File: src/rtl/shift_exec_stage.sv
// Two-entry pipelined execute stage for sll/srl/sra/sllv/srlv/srav.
// Stage A holds decoded operands, stage B holds the registered shifter result.

module barrel_shifter_32 (
    input  logic [31:0] data_i,
    input  logic [4:0]  sa_i,
    input  logic        arith_i,
    input  logic        right_i,
    output logic [31:0] data_o
);
    // Kept as its own signed assignment so the arithmetic fill is not lost
    // to unsigned context in a mixed expression.
    logic signed [31:0] data_s;
    logic signed [31:0] sra_res;

    assign data_s  = data_i;
    assign sra_res = data_s >>> sa_i;

    always_comb begin
        data_o = data_i << sa_i;
        if (right_i) begin
            data_o = arith_i ? sra_res : (data_i >> sa_i);
        end
    end
endmodule

module shift_exec_stage (
    input  logic        Clk,
    input  logic        Rst,
    input  logic        In_Valid,
    output logic        In_Ready,
    input  logic [5:0]  Funct,
    input  logic [4:0]  Shamt,
    input  logic [31:0] Rs,
    input  logic [31:0] Rt,
    input  logic        Flush,
    output logic        Out_Valid,
    input  logic        Out_Ready,
    output logic [31:0] Result,
    output logic        Out_Err
);
    localparam logic [5:0] FN_SLL  = 6'b000000;
    localparam logic [5:0] FN_SRL  = 6'b000010;
    localparam logic [5:0] FN_SRA  = 6'b000011;
    localparam logic [5:0] FN_SLLV = 6'b000100;
    localparam logic [5:0] FN_SRLV = 6'b000110;
    localparam logic [5:0] FN_SRAV = 6'b000111;

    logic        valid_a_q, valid_a_d;
    logic [31:0] x_a_q, x_a_d;
    logic [4:0]  sa_a_q, sa_a_d;
    logic        right_a_q, right_a_d;
    logic        arith_a_q, arith_a_d;
    logic        err_a_q, err_a_d;
    logic        valid_b_q, valid_b_d;
    logic [31:0] result_b_q, result_b_d;
    logic        err_b_q, err_b_d;

    logic [4:0]  dec_sa;
    logic        dec_right;
    logic        dec_arith;
    logic        dec_err;
    logic [31:0] shift_y;
    logic        adv_b;
    logic        accept;
    logic        unused_rs_hi;

    // Variable shifts take only the low five bits of rs.
    assign unused_rs_hi = ^Rs[31:5];

    always_comb begin
        dec_sa    = 5'd0;
        dec_right = 1'b0;
        dec_arith = 1'b0;
        dec_err   = 1'b0;
        unique case (Funct)
            FN_SLL:  dec_sa = Shamt;
            FN_SRL:  begin dec_sa = Shamt;   dec_right = 1'b1; end
            FN_SRA:  begin dec_sa = Shamt;   dec_right = 1'b1; dec_arith = 1'b1; end
            FN_SLLV: dec_sa = Rs[4:0];
            FN_SRLV: begin dec_sa = Rs[4:0]; dec_right = 1'b1; end
            FN_SRAV: begin dec_sa = Rs[4:0]; dec_right = 1'b1; dec_arith = 1'b1; end
            default: dec_err = 1'b1;
        endcase
    end

    barrel_shifter_32 u_shifter (
        .data_i  (x_a_q),
        .sa_i    (sa_a_q),
        .arith_i (arith_a_q),
        .right_i (right_a_q),
        .data_o  (shift_y)
    );

    assign adv_b    = ~valid_b_q | Out_Ready;
    assign In_Ready = ~valid_a_q | adv_b;
    assign accept   = In_Valid & In_Ready & ~Flush;

    always_comb begin
        valid_a_d  = valid_a_q;
        x_a_d      = x_a_q;
        sa_a_d     = sa_a_q;
        right_a_d  = right_a_q;
        arith_a_d  = arith_a_q;
        err_a_d    = err_a_q;
        valid_b_d  = valid_b_q;
        result_b_d = result_b_q;
        err_b_d    = err_b_q;
        if (Flush) begin
            valid_a_d = 1'b0;
            valid_b_d = 1'b0;
        end else begin
            if (adv_b) begin
                valid_b_d = valid_a_q;
                if (valid_a_q) begin
                    result_b_d = err_a_q ? 32'd0 : shift_y;
                    err_b_d    = err_a_q;
                end
            end
            if (accept) begin
                valid_a_d = 1'b1;
                x_a_d     = Rt;
                sa_a_d    = dec_sa;
                right_a_d = dec_right;
                arith_a_d = dec_arith;
                err_a_d   = dec_err;
            end else if (adv_b) begin
                valid_a_d = 1'b0;
            end
        end
    end

    always_ff @(posedge Clk or posedge Rst) begin
        if (Rst) begin
            valid_a_q  <= 1'b0;
            x_a_q      <= 32'd0;
            sa_a_q     <= 5'd0;
            right_a_q  <= 1'b0;
            arith_a_q  <= 1'b0;
            err_a_q    <= 1'b0;
            valid_b_q  <= 1'b0;
            result_b_q <= 32'd0;
            err_b_q    <= 1'b0;
        end else begin
            valid_a_q  <= valid_a_d;
            x_a_q      <= x_a_d;
            sa_a_q     <= sa_a_d;
            right_a_q  <= right_a_d;
            arith_a_q  <= arith_a_d;
            err_a_q    <= err_a_d;
            valid_b_q  <= valid_b_d;
            result_b_q <= result_b_d;
            err_b_q    <= err_b_d;
        end
    end

    assign Out_Valid = valid_b_q;
    assign Result    = result_b_q;
    assign Out_Err   = err_b_q;
endmodule

File: config.mk
export PLATFORM = sky130hd
export DESIGN_NAME = shift_exec_stage
export DESIGN_NICKNAME = d
export VERILOG_FILES = /design/src/rtl/shift_exec_stage.sv
export SDC_FILE = /design/constraint.sdc
export NUM_CORES = 1
export LEC_CHECK = 0
export BUFFER_PORTS_ARGS = -buffer_cell sky130_fd_sc_hd__buf_2
export CAP_MARGIN = 20
export CORE_MARGIN = 4
export CORE_UTILIZATION = 55
export CTS_BUF_LIST = sky130_fd_sc_hd__clkbuf_8 sky130_fd_sc_hd__clkbuf_16
export DETAILED_ROUTE_END_ITERATION = 7
export PLACE_DENSITY = 0.78
export REMOVE_ABC_BUFFERS = 1
export SLEW_MARGIN = 20
export SYNTH_ARGS = -nofsm -noshare
export SYNTH_HDL_FRONTEND = slang
export SYNTH_SLANG_ARGS = --single-unit
File: constraint.sdc
create_clock -name Clk -period 3.43 [get_ports Clk]
set_input_delay 0 -clock Clk [delete_from_list [all_inputs] [get_ports Clk]]
set_output_delay 0 -clock Clk [all_outputs]
set_load 0.005 [all_outputs]
* After elaboration in Yosys (flattened, before gate mapping) *
Cells that the tools add are included.
W data, S select, Z words.

word-level totals
  logic and storage cells = 46
  flip-flop bits (word level) = 75
  output and inout port bits = 35
  input bits = 80

operators by class
  multiplexer cells = 12
  reduce and logical (&&, ||, !) cells = 10
  bitwise operators = 7
  shift operators = 3
  equal/unequal tests = 5

operator list
  cell                  count
  $mux W32              3
  $shl A32 B5 Y32       1
  $shr A32 B5 Y32       1
  $sshr A32 B5 Y32      1
  $eq A6 B3 Y1 const B  3
  $eq A6 B2 Y1 const B  2
  $pmux W5 S2           1
  $mux W1               8
  $logic_not A6 Y1      1
  $reduce_or A3 Y1      2
  $reduce_or A6 Y1      1
  $reduce_or A4 Y1      1
  $not A1 Y1            3
  $reduce_and A3 Y1     1
  $reduce_bool A3 Y1    1
  $and A1 B1 Y1         2
  $or A1 B1 Y1          2
  $reduce_and A2 Y1     1
  $reduce_bool A2 Y1    1
  $reduce_or A2 Y1      1

* Depth between registers and ports, before layout *
Gate-level depths: netlist of run 1.

  word-level depth = 7
  depth in mapped cells = 9
  depth with buffers taken out = 5

* Hierarchy *
A second synthesis of run 1 with hierarchy kept.

second synthesis, totals
  cells, all modules = 702
  area, all modules = 7086.8 um2

by module, submodules not included
  module             area an instance (um2)  times used  sequential area each (um2)  cells each
  barrel_shifter_32  3923.8                  1           0.0                         490
  shift_exec_stage   3163.0                  1           1876.8                      212

* Least setup slack after synthesis of run 1 *
OpenSTA, ideal clock, no wires.

  path type = register to register
  start = register sa_a_q[1]
  end = register result_b_q[11] (netlist: Result[11])
  path buffers = 2
  slack = 1366 ps
  period minus slack after synthesis = 2064 ps
  data arrival time = 1927 ps
  data required time = 3293 ps
  setup time = 137 ps
  cell stages (with the launch flop) = 7
  path through = dfrtp_1 buf_6 buf_8 mux4_2 mux4_2 o21ai_1 o211ai_1

between the ends
  word-level cells in the longest chain between the ends = 4
  elaborated cells between the ends (all ways) = 6
  those cells by class = 3 x shift; 3 x mux

RTL lines
  item                                                 RTL line  source
  from (decl)                                          51        logic [4:0] sa_a_q, sa_a_d;
  from (signal assigned)                               137       sa_a_q <= 5'd0;
  from (signal assigned)                               147       sa_a_q <= sa_a_d;
  $shr A32 B5 Y32 or $sshr A32 B5 Y32 (tied branches)  22, 17
  $mux W32                                             22        data_o = arith_i ? sra_res : (data_i >> sa_i);
  $mux W32 (*)                                         21        if (right_i) begin
  $mux W32 (*)                                         116       result_b_d = err_a_q ? 32'd0 : shift_y;
  to (signal assigned)                                 152       result_b_q <= result_b_d;
  to (decl)                                            56        logic [31:0] result_b_q, result_b_d;

Every way passes the cells marked *; elsewhere a longest branch is shown, timed or not.
A chain may end at the register's enable or synchronous reset.

* Worst setup path after layout of run 1 *
  start = register sa_a_q[1]
  end = register result_b_q[0] (netlist: Result[0])

The elaborated chain is that of the path after synthesis.

==> results of run 1 <==
-- power breakdown --
group	switching (mW)	internal, mW
registers	0.235	0.983
clock network	0.420	0.636
logic	0.695	0.586
-- per-layer routing --
metal / GRT usage [%] / up-vias / wire [um]
li1: - / 3089 / -
met1: 54.7 / 3601 / 10900
met2: 62.9 / 727 / 13100
met3: 9.54 / 140 / 3710
met4: 17.6 / 2 / 1530
met5: 0 / - / 7
-- sequential cells by signal, summed over array words and instances (netlist names) --
| register | count |
|---|---|
| valid_a_q | 1 |
| right_a_q | 1 |
| Out_Err | 1 |
| x_a_q | 32 |
| sa_a_q | 5 |
| Result | 32 |
| arith_a_q | 1 |
| Out_Valid | 1 |
| err_a_q | 1 |
-- placed cells by master, fill, tap and decap left out, types with 6 or more instances in the layout --
master / n
buf_4: 34
dfrtp_1: 72
nand2b_1: 9
a211oi_1: 10
inv_1: 6
a32oi_1: 12
o22ai_1: 10
dlygate4sd3_1: 44
mux2i_1: 45
nand2_1: 97
mux4_2: 60
o21ai_0: 35
o211ai_1: 31
nand3_1: 25
nor2b_1: 11
clkbuf_16: 9
o21ai_1: 6
a21oi_1: 24
a31oi_1: 7
nor3_1: 12
a22oi_1: 8
mux2_2: 55
buf_2: 87
nor2_1: 32
-- per-stage QoR --
stage	hold slack (ps)	utilization, %	worst slack (ps)
after floorplan	66.4	-	-1250
after global placement	132	60.6	673
after detailed placement	149	60.6	624
after CTS	6.62	66.5	561
after global routing	77.5	66.5	322
final	45.8	66.5	473
-- critical path: cells and delay by family, from the launching register on --
| kind | cells | cell delay, ps |
|---|---|---|
| AND/OR/NAND/NOR | 1 | 110 |
| buffers and inverters | 1 | 310 |
| AO/OA/AOI/OAI | 2 | 420 |
| multiplexers | 2 | 1080 |
| flip-flops | 1 | 840 |
-- path summary, 6_finish.rpt --
path                                  end  slack [ps]  cells after the start
worst max-delay path            Result[0]         470                      6
worst min-delay path            sa_a_q[1]          50                      3
worst max register to register  Result[0]         470                      6
worst min register to register  Result[0]         490                      2
max in group asynchronous       sa_a_q[1]        1950                      4
min in group asynchronous       x_a_q[10]         380                      3
-- cell families after synthesis --
kind of cell           Yosys count  share of synthesized area (%)
muxes                          161                           34.0
DFF                             75                           26.1
buffers and inverters           96                           6.44
AOI/OAI and AO/OA              200                           19.8
and+or+nand+nor                216                           13.8
-- final cells by class --
type,instances,area [sq um],share of cell area [%]
Clock buffer,9,225,2.66
Clock inverter,7,92.6,1.09
Inverter,9,33.8,0.399
Multi-Input combinational cell,577,4860,57.5
Sequential cell,75,1880,22.2
Tap cell,172,215,2.54
Timing Repair Buffer,166,1150,13.6
==> impl_metrics.toml, run 1 <==
[setup_path]
rr_startpoint = "sa_a_q[1]"
max_stage_delay_ps = 840
setup.worst_path.start = "sa_a_q[1]"
cp_cell_sequence = "buf_12 -> mux4_2 -> mux2i_1 -> nor2_1 -> a211oi_1 -> o41ai_1"
critPathMaxFanout = 42
cp_slowest_cell = "dfrtp_4"
cp.required_ps = 3640
end_kind = "register"
start_kind = "register"
critical_path_class = "register to register"
cp.arrival_ps = 3170

[synth]
synth_area_leaders = "dfrtp_1, mux4_2, mux2_2"
ys_async_sr_fraction_pct = 100
synth.avg_cell_area_sq_um = 9.63
yosysMostFrequentCell = "nand2_1"
synth-main-ff-cell = "dfrtp_1"
seq_area_frac_synth_pct = 26.1
syn_area_sq_um = 7200
netlist_top_cells_count = "nand2_1, dfrtp_1, mux4_2, mux2_2, clkbuf_1"
synth_cell_types = 67
syn_inst = 748
synth-edff-count = 0
yosysWarningCount = 0
yosysTopAreaCell = "dfrtp_1"
ys_ff_latch = 75
yosysTopAreaCellShare_pct = 26.1

[sta]
hold_viol_final = 0
period_minus_slack_ps = 2960
slew_headroom_pct = 44.4
setup_tns_ps = 0
max_freq_ghz = 0.338
setup_viol = 0
worst_pin_slew_ps = 824
maxSlewViolCount = 0
period_share_pct = 86.2
rsz0062_at_grt = "no"
final.setup_skew_ps = 7.56

[cts]
clkSinkCount = 75
path_clk_slew_ps = 60
cts_tree = "yes"
cts-root-buf = "clkbuf_16"
cts_hold_buf = 44
cts_setup_buffers = 0
clk_path_buf_depth = 2
htreeDepth = 3
insertion_delay_ps = 360
cts_resized = 0
cts-buffers-inserted = 9

[pwr]
leakagePower_nw = 3.40
ir_drop_mv = 0.370
total_power_mw = 3.55
power_density_nw_per_um2 = 420

[global_routing]
grt_usage_pct = 40.6
grt_pass1_vias = 7147
grt_pass1_wl_um = 44900
grt_antenna_before_repair = 1
overflow = 0
grt_max_degree = 46

[die]
start_util_pct = 56.6
ioPinCount = 115
fp.dieW_um = 122
rows = 41
dieHeight_um = 122
die_area_sq_um = 15000
coreArea_sq_um = 12700

[placement]
numPortBuffers = 87
dp_hpwl_um = 20500
gp_congestion = 1.05
dp.cells = 955
place_area_sq_um = 7710

[routing]
drc = 0
via_per_inst = 7.45
avgRoutedWirePerCell_um = 28.9
ant_nets = 0
num_vias = 7559
dr.first_iter.drc_count = 1369
dr.pass1.iters = 6
routed_wl_um = 29300

[cells_and_area]
nets = 918
nFillCells = 989
antenna_cells = 0
area.growth.synth_to_final_pct = 17.5
final-instance-count-excl-fill = 1015
final_area_sq_um = 8460
final_layout_size_suffix_gt1_share_pct = 31.7

[run_status]
run_status = "finished, final reports clean"

[min_path]
min_path_type = "input pin to register"
min_from = "Shamt[1]"

[job]
cap_violations = 0
Note: power is estimated with default switching activity, not from simulation.
==> run 2: changes to the inputs <==
Settings changed: ABC_AREA set to 1, CORE_UTILIZATION 55 to 45, PLACE_DENSITY 0.78 to 0.66, SLEW_MARGIN 20 to not set.
==> run 2 against run 1 <==
Clock skew is 1.7 ps higher. Critical path depth is 2 higher. Utilization shrank 12 points. First-iteration DRC count is 32% lower. Cell count up 40%. Clock power fell by 13%. Die area rose by 14%. Synthesized area decreased by 5.8%.
==> impl_metrics.toml, run 2 <==
[sta]
setup_tns_ps = 0
rsz0062_at_grt = "no"
period_share_pct = 78.1
final.setup_skew_ps = 9.25
maxSlewViolCount = 0
hold_viol_final = 0
slew_headroom_pct = 34.3
period_minus_slack_ps = 2680
max_freq_ghz = 0.373
worst_pin_slew_ps = 979
setup_viol = 0

[global_routing]
grt_usage_pct = 26.8
grt_max_degree = 80
overflow = 0
grt_antenna_before_repair = 0
top_usage_layer = "met2"
grt_pass1_wl_um = 36700
grt_use_met3_pct = 5.16
grt_pass1_vias = 7504
met2_usage_pct = 43.0
use_met1_pct = 35.7

[pwr]
p_sw_mw = 1.33
ir_drop_mv = 0.263
seqPwrFrac_pct = 33.4
swShare_pct = 40.2
leakagePower_nw = 4.23
power_density_nw_per_um2 = 417
internal-power_mw = 1.99
power_frac_comb_pct = 38.9
pwr-share-clk_pct = 27.7

[synth]
yosysMostFrequentCell = "nand2_1"
synth-edff-count = 0
synth-main-ff-cell = "dfrtp_1"
synth.avg_cell_area_sq_um = 5.95
synth_area_leaders = "nand2_1, dfrtp_1, nand3_1"
ys_async_sr_fraction_pct = 100
yosysTopAreaCellShare_pct = 28.2
synth_cell_types = 33
syn_inst = 1140
ys_ff_latch = 75
netlist_top_cells_count = "nand2_1, nand3_1, dfrtp_1, buf_2, nand2_2"
syn_area_sq_um = 6790
yosysWarningCount = 0
yosysTopAreaCell = "nand2_1"
seq_area_frac_synth_pct = 27.6

[routing]
dr.first_iter.drc_count = 926
drc = 0
avgRoutedWirePerCell_um = 15.7
num_vias = 7913
dr.pass1.iters = 6
ant_nets = 0
via_per_inst = 5.58
routed_wl_um = 22200

[setup_path]
cp.required_ps = 3670
critPathMaxFanout = 35
path_delay_family = "buffers and inverters"
cp_cell_sequence = "inv_1 -> nor2_1 -> nand2_1 -> nand2_1 -> clkinv_1 -> nand3_1 -> o22ai_1 -> dlygate4sd3_1"
critical_path_class = "register to register"
path_buf_inv = 3
critPathMostFrequentCell = "nand2_1"
cp.arrival_ps = 2920
start_kind = "register"
cp_slowest_cell = "clkinv_1"
max_stage_delay_ps = 750
end_kind = "register"

[cts]
cts_setup_buffers = 0
clkSinkCount = 75
cts-root-buf = "clkbuf_16"
cts-buffers-inserted = 9
cts_tree = "yes"
cts_hold_buf = 50
clk_path_buf_depth = 2
insertion_delay_ps = 360
path_clk_slew_ps = 70
htreeDepth = 3
cts_resized = 0

[cells_and_area]
fin_util_pct = 54.4
layout_common_cells = "nand2_1, nand3_1, buf_2"
nFillCells = 1539
final_layout_size_suffix_gt1_share_pct = 14.2
area.growth.synth_to_final_pct = 17.5
final_common_cell = "nand2_1"
nets = 1308
antenna_cells = 0

[die]
die_area_sq_um = 17100
coreArea_sq_um = 14600
dieHeight_um = 131
rows = 44
start_util_pct = 46.4
fp.dieW_um = 131
ioPinCount = 115

[run_status]
run_status = "finished, final reports clean"

[placement]
numPortBuffers = 87
dp_hpwl_um = 15400
gp_congestion = 0.955

[job]
cap_violations = 0

[min_path]
min_path_type = "input pin to register"
==> run 2: changes by cell type after synthesis, moves of 18 or more <==
| cell | delta |
|---|---|
| nand2_2 | +25 |
| clkbuf_1 | -27 |
| mux4_2 | -60 |
| mux2_2 | -55 |
| mux2i_1 | -44 |
| nand2_1 | +413 |
| nor2_1 | -21 |
| nand3_1 | +274 |
| inv_1 | +18 |
| buf_2 | +19 |
==> run 2: cell type report <==
type                            instances  area (sq um)  area share, %
Multi-Input combinational cell        956          4340           54.5
Clock buffer                            9           225           2.82
Clock inverter                          7          60.1          0.753
Sequential cell                        75          1880           23.6
Timing Repair Buffer                  156          1120           14.0
Inverter                               30           120           1.51
Tap cell                              184           230           2.89
==> run 2: power by group through the flow <==
stage / clock network, mW / logic, mW / registers, mW
after floorplan: 0 / 0.799 / 1.14
after global placement: 0 / 1.23 / 1.12
after detailed placement: 0 / 1.23 / 1.12
after CTS: 0.943 / 1.28 / 1.11
after global routing: 0.984 / 1.46 / 1.12
final: 0.921 / 1.29 / 1.11
==> run 2: worst paths after layout <==
path | slack (ps) | depth (start not counted) | start | to
min in group asynchronous | 300 | 3 | Rst | valid_a_q
setup / recovery | 750 | 8 | Out_Valid | arith_a_q
hold / removal | 30 | 4 | Funct[4] | right_a_q
max in group asynchronous | 2140 | 4 | Rst | x_a_q[27]
setup reg to reg | 750 | 8 | Out_Valid | arith_a_q
hold reg to reg | 470 | 2 | Result[29] | Result[29]
==> run 2: logic make-up after synthesis <==
family | after synthesis | share of synthesized area [%]
AO/OA/AOI/OAI | 77 | 6.99
buffers and inverters | 109 | 8.42
flip-flops | 75 | 27.6
multiplexers | 1 | 0.147
AND/OR/NAND/NOR | 878 | 56.8
==> run 2: metal layers <==
metal	vias up	wire length, um
met4	0	876
met2	309	9980
met5	-	0
met1	3599	9830
li1	3947	-
met3	58	1570
==> run 2: worst reg2reg max path, delay by kind of cell (launching register included) <==
kind	cells	cell delay (ps)
and+or+nand+nor	4	730
buffers and inverters	3	1370
AOI/OAI and AO/OA	1	110
DFF	1	340
==> run 2: through the flow <==
stage	hold WS [ps]	power (mW)	setup slack, ps	instances	area (sq um)
finish	28.2	3.32	751	1417	7970
global route	77.4	3.57	515	1417	7970
CTS	9.55	3.34	744	1417	7970
detailed placement	157	2.36	1260	1351	7190
global placement	157	2.36	1290	1351	7190
floorplan	63.1	1.94	44.8	1061	6340
==> run 3: changes to the inputs <==
Settings changed: PLACE_DENSITY 0.66 to 0.69.
Clock period 3.43 ns to 2.4 ns, I/O delays scaled along.
==> run 3 against run 2 <==
Global-route usage is 0.44 points higher. Cell count is 0.56% higher. Register-to-register slack worse by 400 ps. Critical path depth is 2 higher. Wire length is 0.92% higher. Via count is 1.7% higher. Die area stayed put. Design area is 1.6% higher. Combinational power is 45% higher. Worst setup slack worse by 400 ps. Flip-flop and latch count stayed put.
==> impl_metrics.toml, run 3 (synthesis results as in run 2) <==
[run_status]
run_status = "finished, final reports clean"

[setup_path]
r2r_setup_slack_ps = 350
cp.required_ps = 2640
rr_startpoint = "sa_a_q[1]"
start_kind = "register"
critPathMaxFanout = 69
critical_path_class = "register to register"
cp.arrival_ps = 2290
end_kind = "register"
worst_r2r_path_depth = 10
r2r-end = "Result[5]"

[die]
ioPinCount = 115
fp.dieW_um = 131
coreArea_sq_um = 14600
die_area_sq_um = 17100
start_util_pct = 46.4
rows = 44
dieHeight_um = 131

[cells_and_area]
final_common_cell = "nand2_1"
area.growth.synth_to_final_pct = 19.3
multi_input_area_sq_um = 4340
final_layout_size_suffix_gt1_share_pct = 14.7
fin_util_pct = 55.3
final-seq-area_sq_um = 1880
nets = 1316
nFillCells = 1478
final_area_sq_um = 8100
final-instance-count-excl-fill = 1425
antenna_cells = 0
layout_common_cells = "nand2_1, nand3_1, buf_2"

[global_routing]
grt_antenna_before_repair = 0
top_usage_layer = "met2"
met2_usage_pct = 44.0
overflow = 0
use_met1_pct = 36.6
grt_pass1_wl_um = 37000
grt_pass1_vias = 7376
grt_use_met3_pct = 3.98
grt_usage_pct = 27.3
grt_max_degree = 80

[cts]
clkSinkCount = 75
cts_setup_buffers = 0
cts-root-buf = "clkbuf_16"
clk_path_buf_depth = 2
cts-buffers-inserted = 9
insertion_delay_ps = 350
cts_resized = 0
cts_tree = "yes"
path_clk_slew_ps = 60
htreeDepth = 3

[pwr]
power_density_nw_per_um2 = 611
leakagePower_nw = 4.31
ir_drop_mv = 0.417

[sta]
worst_pin_slew_ps = 1030
hold_viol_final = 0
max_freq_ghz = 0.488
final.setup_skew_ps = 8.08
rsz0062_at_grt = "no"
maxSlewViolCount = 0
setup_tns_ps = 0
period_share_pct = 85.4
period_minus_slack_ps = 2050
setup_viol = 0
slew_headroom_pct = 31.2
fin_ws_ps = 350

[routing]
dr.pass1.iters = 5
routed_wl_um = 22500
dr.first_iter.drc_count = 907
num_vias = 8046
via_per_inst = 5.65
avgRoutedWirePerCell_um = 15.8
ant_nets = 0
drc = 0

[min_path]
worstHoldEndpoint = "right_a_q"
min_path_cells = 4
min_from = "Funct[5]"
min_path_type = "input pin to register"

[placement]
gp_congestion = 0.976
dp_hpwl_um = 15700
place_ws_ps = 430
dp.cells = 1359
numPortBuffers = 87
place_area_sq_um = 7270

[job]
cap_violations = 0
[run 3: cell types whose count changed in the layout (fill, tap and decap cells not counted)]
cell / before / now
inv_1: 23 / 24
clkbuf_8: 0 / 1
inv_6: 2 / 1
buf_12: 3 / 5
buf_4: 16 / 22
inv_8: 2 / 1
clkinvlp_4: 3 / 1
bufinv_16: 0 / 2
[run 3: worst max path at each step]
stage / start / depth (start not counted) / end / slack [ps]
after floorplan: sa_a_q[1] / 12 / Result[7] / -990
after global placement: sa_a_q[1] / 11 / Result[13] / 460
after detailed placement: sa_a_q[1] / 10 / Result[5] / 430
after CTS: Out_Valid / 9 / arith_a_q / 380
after global routing: sa_a_q[0] / 11 / Result[5] / 170
final: sa_a_q[1] / 10 / Result[5] / 350
[run 3: final cells by class]
class | count | share of cell area [%]
Clock buffer | 10 | 2.95
Timing Repair Buffer | 164 | 14.8
Clock inverter | 6 | 1.10
Tap cell | 184 | 2.84
Sequential cell | 75 | 23.2
Inverter | 30 | 1.48
Multi-Input combinational cell | 956 | 53.6
[run 3: critical path: stages (launching register included)]
cell	delay, ps
dfrtp_2	520
buf_12	320
nand3_1	150
nand3_1	120
nand2_1	100
o21ai_0	330
a21oi_1	120
nand2_1	80
nand2_1	60
nand2_1	50
nand2_1	50
[run 3: timing repair]
action,4_1_cts,5_1_grt
endpoints found under the hold margin,117,0
hold buffers,50,0
setup endpoints to repair,0,0
[run 3: power breakdown]
part | total, mW | internal, mW | switching (mW)
sequential | 1.60 | 1.44 | 0.152
clock | 1.48 | 0.940 | 0.544
combinational | 1.87 | 0.694 | 1.17
total | 4.95 | 3.08 | 1.87
[run 3: metal layers]
layer	wire (um)	share of wire (%)
met5	0	0
met4	929	4.1
met3	1530	6.8
met2	10200	46
met1	9760	43
[run 3: stage by stage]
stage          hold WS (ps)  power, mW
2_1_floorplan          63.1       2.77
3_3_place_gp            121       3.38
3_5_place_dp            127       3.39
4_1_cts                9.94       4.97
5_1_grt                90.6       5.29
6_report               33.0       4.95
